==> config.mk <==
export PLATFORM = sky130hd
export DESIGN_NAME = uart_rx_with_parity
export DESIGN_NICKNAME = d
export VERILOG_FILES = /design/src/rtl/uart_rx_with_parity.sv
export SDC_FILE = /design/constraint.sdc
export NUM_CORES = 1
export LEC_CHECK = 0
export ABC_AREA = 0
export CORE_ASPECT_RATIO = 0.9
export CORE_MARGIN = 2
export CORE_UTILIZATION = 55
export CTS_BUF_LIST = sky130_fd_sc_hd__clkbuf_4
export CTS_CLUSTER_DIAMETER = 40
export CTS_CLUSTER_SIZE = 14
export DETAILED_ROUTE_END_ITERATION = 16
export PLACE_DENSITY_LB_ADDON = 0.1
export SLEW_MARGIN = 20
export SYNTH_ARGS = -nofsm -noshare
export SYNTH_HDL_FRONTEND = slang
export SYNTH_SLANG_ARGS = --single-unit
==> constraint.sdc <==
create_clock -name clk -period 2.9 [get_ports clk]
set_input_delay 0.29 -clock clk [delete_from_list [all_inputs] [get_ports clk]]
set_output_delay 0.29 -clock clk [all_outputs]
set_load 0.01 [all_outputs]
==> src/rtl/uart_rx_with_parity.sv <==
// UART receiver with parity and stop-bit checking; assembles NUM_WORDS frames
// into one W_OUT-bit word presented on a valid/ready stream with error flags.
module uart_rx_with_parity #(
  parameter int CLOCKS_PER_PULSE = 4,
  parameter int BITS_PER_WORD    = 8,
  parameter int PACKET_SIZE      = 13,
  parameter int W_OUT            = 16,
  parameter int PARITY_ODD       = 0
) (
  input  logic             clk,
  input  logic             rstn,
  input  logic             rx,
  output logic             m_valid,
  input  logic             m_ready,
  output logic [W_OUT-1:0] m_data,
  output logic             m_parity_err,
  output logic             m_frame_err,
  output logic             m_overrun
);
  localparam int NUM_WORDS = W_OUT / BITS_PER_WORD;
  localparam int STOP_BITS = PACKET_SIZE - BITS_PER_WORD - 2;
  localparam int BCMAX     = (BITS_PER_WORD > STOP_BITS) ? BITS_PER_WORD : STOP_BITS;
  localparam int CW        = $clog2(CLOCKS_PER_PULSE);
  localparam int BW        = $clog2(BCMAX + 1);
  localparam int WW        = $clog2(NUM_WORDS + 1);

  localparam logic [CW-1:0] HALF_LAST = CW'(CLOCKS_PER_PULSE / 2 - 1);
  localparam logic [CW-1:0] BIT_LAST  = CW'(CLOCKS_PER_PULSE - 1);
  localparam logic [BW-1:0] DATA_LAST = BW'(BITS_PER_WORD - 1);
  localparam logic [BW-1:0] STOP_LAST = BW'(STOP_BITS - 1);
  localparam logic [WW-1:0] WORD_LAST = WW'(NUM_WORDS - 1);

  typedef enum logic [2:0] {IDLE, START, DATA, PARITY, STOP} state_t;

  state_t                   state;
  logic                     rx_p0, rx_p1, rx_p2;
  logic [CW-1:0]            clk_cnt;
  logic [BW-1:0]            bit_cnt;
  logic [WW-1:0]            word_cnt;
  logic [BITS_PER_WORD-1:0] shreg;
  logic [W_OUT-1:0]         pkt_data, pkt_data_nxt;
  logic                     pkt_pe, pkt_fe, fe_nxt;
  logic                     tick, stop_zero, frame_end, pkt_done;

  function automatic logic parity_bit(input logic [BITS_PER_WORD-1:0] d);
    return (PARITY_ODD != 0) ? ~^d : ^d;
  endfunction

  // rx_p0/rx_p1 synchronise the line; rx_p2 holds the previous synced value for edge detect
  always_ff @(posedge clk or negedge rstn) begin
    if (!rstn) begin
      rx_p0 <= 1'b1;
      rx_p1 <= 1'b1;
      rx_p2 <= 1'b1;
    end else begin
      rx_p0 <= rx;
      rx_p1 <= rx_p0;
      rx_p2 <= rx_p1;
    end
  end

  always_comb begin
    tick         = (state == START) ? (clk_cnt == HALF_LAST) : (clk_cnt == BIT_LAST);
    stop_zero    = (state == STOP) && tick && !rx_p1;
    frame_end    = (state == STOP) && tick && (!rx_p1 || bit_cnt == STOP_LAST);
    pkt_done     = frame_end && (word_cnt == WORD_LAST);
    fe_nxt       = pkt_fe | stop_zero;
    pkt_data_nxt = pkt_data;
    for (int i = 0; i < NUM_WORDS; i++)
      if (word_cnt == WW'(i)) pkt_data_nxt[i*BITS_PER_WORD +: BITS_PER_WORD] = shreg;
  end

  always_ff @(posedge clk or negedge rstn) begin
    if (!rstn) begin
      state        <= IDLE;
      clk_cnt      <= '0;
      bit_cnt      <= '0;
      word_cnt     <= '0;
      shreg        <= '0;
      pkt_data     <= '0;
      pkt_pe       <= 1'b0;
      pkt_fe       <= 1'b0;
      m_valid      <= 1'b0;
      m_data       <= '0;
      m_parity_err <= 1'b0;
      m_frame_err  <= 1'b0;
      m_overrun    <= 1'b0;
    end else begin
      clk_cnt <= tick ? '0 : clk_cnt + 1'b1;
      case (state)
        IDLE: begin
          clk_cnt <= '0;
          bit_cnt <= '0;
          if (rx_p2 && !rx_p1) state <= START;
        end
        START: if (tick) state <= rx_p1 ? IDLE : DATA;
        DATA: if (tick) begin
          shreg <= {rx_p1, shreg[BITS_PER_WORD-1:1]};
          if (bit_cnt == DATA_LAST) begin
            bit_cnt <= '0;
            state   <= PARITY;
          end else begin
            bit_cnt <= bit_cnt + 1'b1;
          end
        end
        PARITY: if (tick) begin
          if (rx_p1 != parity_bit(shreg)) pkt_pe <= 1'b1;
          state <= STOP;
        end
        STOP: if (tick) begin
          if (frame_end) begin
            state   <= IDLE;
            bit_cnt <= '0;
          end else begin
            bit_cnt <= bit_cnt + 1'b1;
          end
        end
        default: state <= IDLE;
      endcase

      // A stop-bit error still counts as a received word so packet alignment is kept
      if (frame_end) begin
        pkt_data <= pkt_data_nxt;
        if (pkt_done) begin
          word_cnt <= '0;
          pkt_pe   <= 1'b0;
          pkt_fe   <= 1'b0;
        end else begin
          word_cnt <= word_cnt + 1'b1;
          pkt_fe   <= fe_nxt;
        end
      end

      if (pkt_done && (!m_valid || m_ready)) begin
        m_valid      <= 1'b1;
        m_data       <= pkt_data_nxt;
        m_parity_err <= pkt_pe;
        m_frame_err  <= fe_nxt;
        if (m_valid) m_overrun <= 1'b0;
      end else if (pkt_done) begin
        m_overrun <= 1'b1;
      end else if (m_valid && m_ready) begin
        m_valid   <= 1'b0;
        m_overrun <= 1'b0;
      end
    end
  end
endmodule

==> metrics.cfg <==
[floorplan]
coreArea_um2 = 4184
die_area_um2 = 4997
start_util = 0.5846
rows = 22
die_width_um = 74.30
fp.dieH_um = 67.27
ios = 24

[placement]
gp_congestion = 0.8518
dp.final_hpwl_um = 2903
port_buffers = 23

[cts]
cts_buffers = 5
postCtsHoldBufs = 0
cts_tree = built
ctsHtreeMaxLevel = 2
clk_latency_ns = 0.37
post_cts_resize_count = 0
post_cts.repair.setup_buffers = 0
cts_buffer_depth = 2
clkSlewWorstSetupHoldPaths_ns = 0.14
root_buffer = clkbuf_4
clock-sinks = 52

[global_routing]
use_met3 = 0.04328
grt_pass1_wl_um = 6955
grt_pass1_vias = 1455
grt_usage = 0.1861
antenna_found_initial = 0
grtUsageMet1 = 0.2705
met2_usage = 0.2768
top_usage_layer = met2
grt_overflow = 0
grt_max_degree = 53

[layout]
area_growth_pct = 13.15
n_antenna_cell = 0
fin_util = 0.6615
fin_nets = 217
drive_above_1_share = 0.2877

[worst_setup_path]
endpoint = m_data[11]
crit_arrival_ns = 2.75
crit_fanout = 9
worst_ep_required_time_ns = 3.17
r2r_setup_slack_ns = 0.41
r2r_start = bit_cnt[0]
worstRegToRegCells = 7
critPathKind = register to register
cp-start-kind = register
cp-end-kind = register
crit_path_start = bit_cnt[0]
r2r_end = m_data[11]

[yosys]
synthArstFlopShare = 1.000
synth-seq-area-share = 0.5335
synthesis.area_um2 = 2446
synth-main-ff-cell = dfrtp_1
synth_edf_count = 0
ys_ff_latch = 52
synth_warnings = 0
syn_nets = 193
synthDistinctLibCells = 46
synth_cells = 187
syn_area_per_cell_um2 = 13.08

[run_status]
outcome = finished clean

[timing]
finalSetupTns_ns = 0
hold_violations = 0
worstMarginPinSlew_ns = 0.6424
fin_crit_ns = 2.488
min_period_over_period = 0.8581
slew_headroom = 0.5717
finClkSkew_ns = 0.008163
setup_violations = 0
rsz0062_at_grt = no
fmax_ghz = 0.4019
slew_viol_final = 0

[detailed_routing]
antenna_left = 0
wl_um = 4234
routedWlPerCell_um = 15.57
firstDrtPassIters = 4
drc = 0
drtIter0Drc = 132
num_vias = 1510
via_per_inst = 5.551

[power_and_ir_drop]
power.leakage_nw = 1.270
vdd_drop_max_v = 0.0004353
p_per_area_nw_per_um2 = 662.4

[flow_run]
drv_cap = 0

[hold_path]
min_path_type = input port to register

per-layer routing:
metal  share of wire  up-vias  routed length [um]
met1            0.49      745                2081
met4           0.014        0                  61
met5               0        -                   0
li1                -      715                   -
met3           0.047        7                 199
met2            0.45       43                1893
power by group:
| part | switching [mW] | total (mW) | internal, mW |
|---|---|---|---|
| logic | 0.243 | 0.530 | 0.288 |
| clock network | 0.218 | 0.318 | 0.0998 |
| registers | 0.171 | 0.985 | 0.814 |
| total | 0.631 | 1.83 | 1.20 |
cell type report:
| type | count | area, um2 |
|---|---|---|
| fillers | 335 | 1416 |
| flip-flops and latches | 52 | 1305 |
| multi-input cells | 117 | 1045 |
| repair buffers | 27 | 260.3 |
| well taps | 60 | 75.07 |
| clock buffers | 6 | 45.04 |
| inverters | 8 | 30.03 |
| clock inverters | 2 | 7.507 |
cells by family (layout without fill, tap and decap cells):
logic type / count (synthesis) / count (layout) / share of synthesized area
multiplexers: 42 / 42 / 0.2067
AND/OR/NAND/NOR: 31 / 31 / 0.07263
flip-flops: 52 / 52 / 0.5335
adder cells (fa/ha/maj): 3 / 3 / 0.01432
AO/OA/AOI/OAI: 31 / 31 / 0.09208
buffers and inverters: 18 / 43 / 0.03939
XOR/XNOR: 10 / 10 / 0.04143
per-stage QoR:
step / power, mW / cell area [um2] / hold WS (ns) / setup slack, ns / std cells
2_1_floorplan: 1.391 / 2446 / -0.005591 / 0.5378 / 187
3_3_place_gp: 1.485 / 2703 / 0.3465 / 0.4846 / 263
3_5_place_dp: 1.522 / 2703 / 0.3498 / 0.4269 / 263
4_1_cts: 1.837 / 2755 / 0.1592 / 0.4101 / 271
5_1_grt: 1.940 / 2768 / 0.3116 / 0.2599 / 272
6_report: 1.833 / 2768 / 0.3172 / 0.4116 / 272
cells in the final DEF (no fill, tap or decap), types with 2 or more instances in the layout:
cell type	netlist	routed
mux2_2	32	32
dfstp_2	3	3
nand2_1	3	3
dfrtp_1	49	49
a21o_1	2	2
nand4_1	2	2
o21ai_0	10	10
xor2_1	2	2
clkbuf_4	0	6
ha_1	2	2
mux2_4	9	9
a31oi_1	3	3
nand2b_1	4	4
clkinv_1	0	2
nor2b_1	3	3
a21oi_1	4	4
clkdlybuf4s50_1	0	22
inv_1	8	8
buf_4	1	4
xnor2_1	7	7
nand3b_1	2	2
nand3_1	3	3
nor2_1	7	7
cells in the mapped netlist (2+ instances only):
library cell / number / area [um2]
mux2_2: 32 / 360.4
a31oi_1: 3 / 18.77
a21oi_1: 4 / 20.02
xnor2_1: 7 / 61.31
nand4_1: 2 / 12.51
xor2_1: 2 / 17.52
dfrtp_1: 49 / 1226
mux2_4: 9 / 135.1
clkbuf_1: 6 / 22.52
nor2_1: 7 / 26.28
nand2_1: 3 / 11.26
a21o_1: 2 / 15.01
dfstp_2: 3 / 78.83
o21ai_0: 10 / 50.05
nor2b_1: 3 / 18.77
nand3_1: 3 / 15.01
nand2b_1: 4 / 25.02
ha_1: 2 / 25.02
nand3b_1: 2 / 15.01
inv_1: 8 / 30.03
critical path, cell delays in order (launching register included):
cell and delay, ns:
dfrtp_1 0.45, inv_1 0.07, ha_1 0.12, or3b_4 0.41
a2111oi_4 0.49, and4_1 0.28, buf_4 0.22, mux2_2 0.36
how the worst min path moves through the flow:
stage | cells past startpoint | from | to
after floorplan | 0 | rstn | bit_cnt[0]
after global placement | 0 | rx_p0 | rx_p1
after detailed placement | 0 | rx_p0 | rx_p1
after CTS | 1 | rstn | m_data[0]
after global routing | 1 | rx | rx_p0
final | 1 | rx | rx_p0
state kept, by name, indices dropped and copies added, names as in the netlist:
register and cells:
m_data 16, rx_p0 1, rx_p1 1, clk_cnt 2
state 3, m_valid 1, pkt_data 8, pkt_fe 1
m_overrun 1, shreg 8, m_frame_err 1, rx_p2 1
bit_cnt 4, pkt_pe 1, m_parity_err 1, word_cnt 2
No activity file was read; power rests on OpenSTA's default activity.
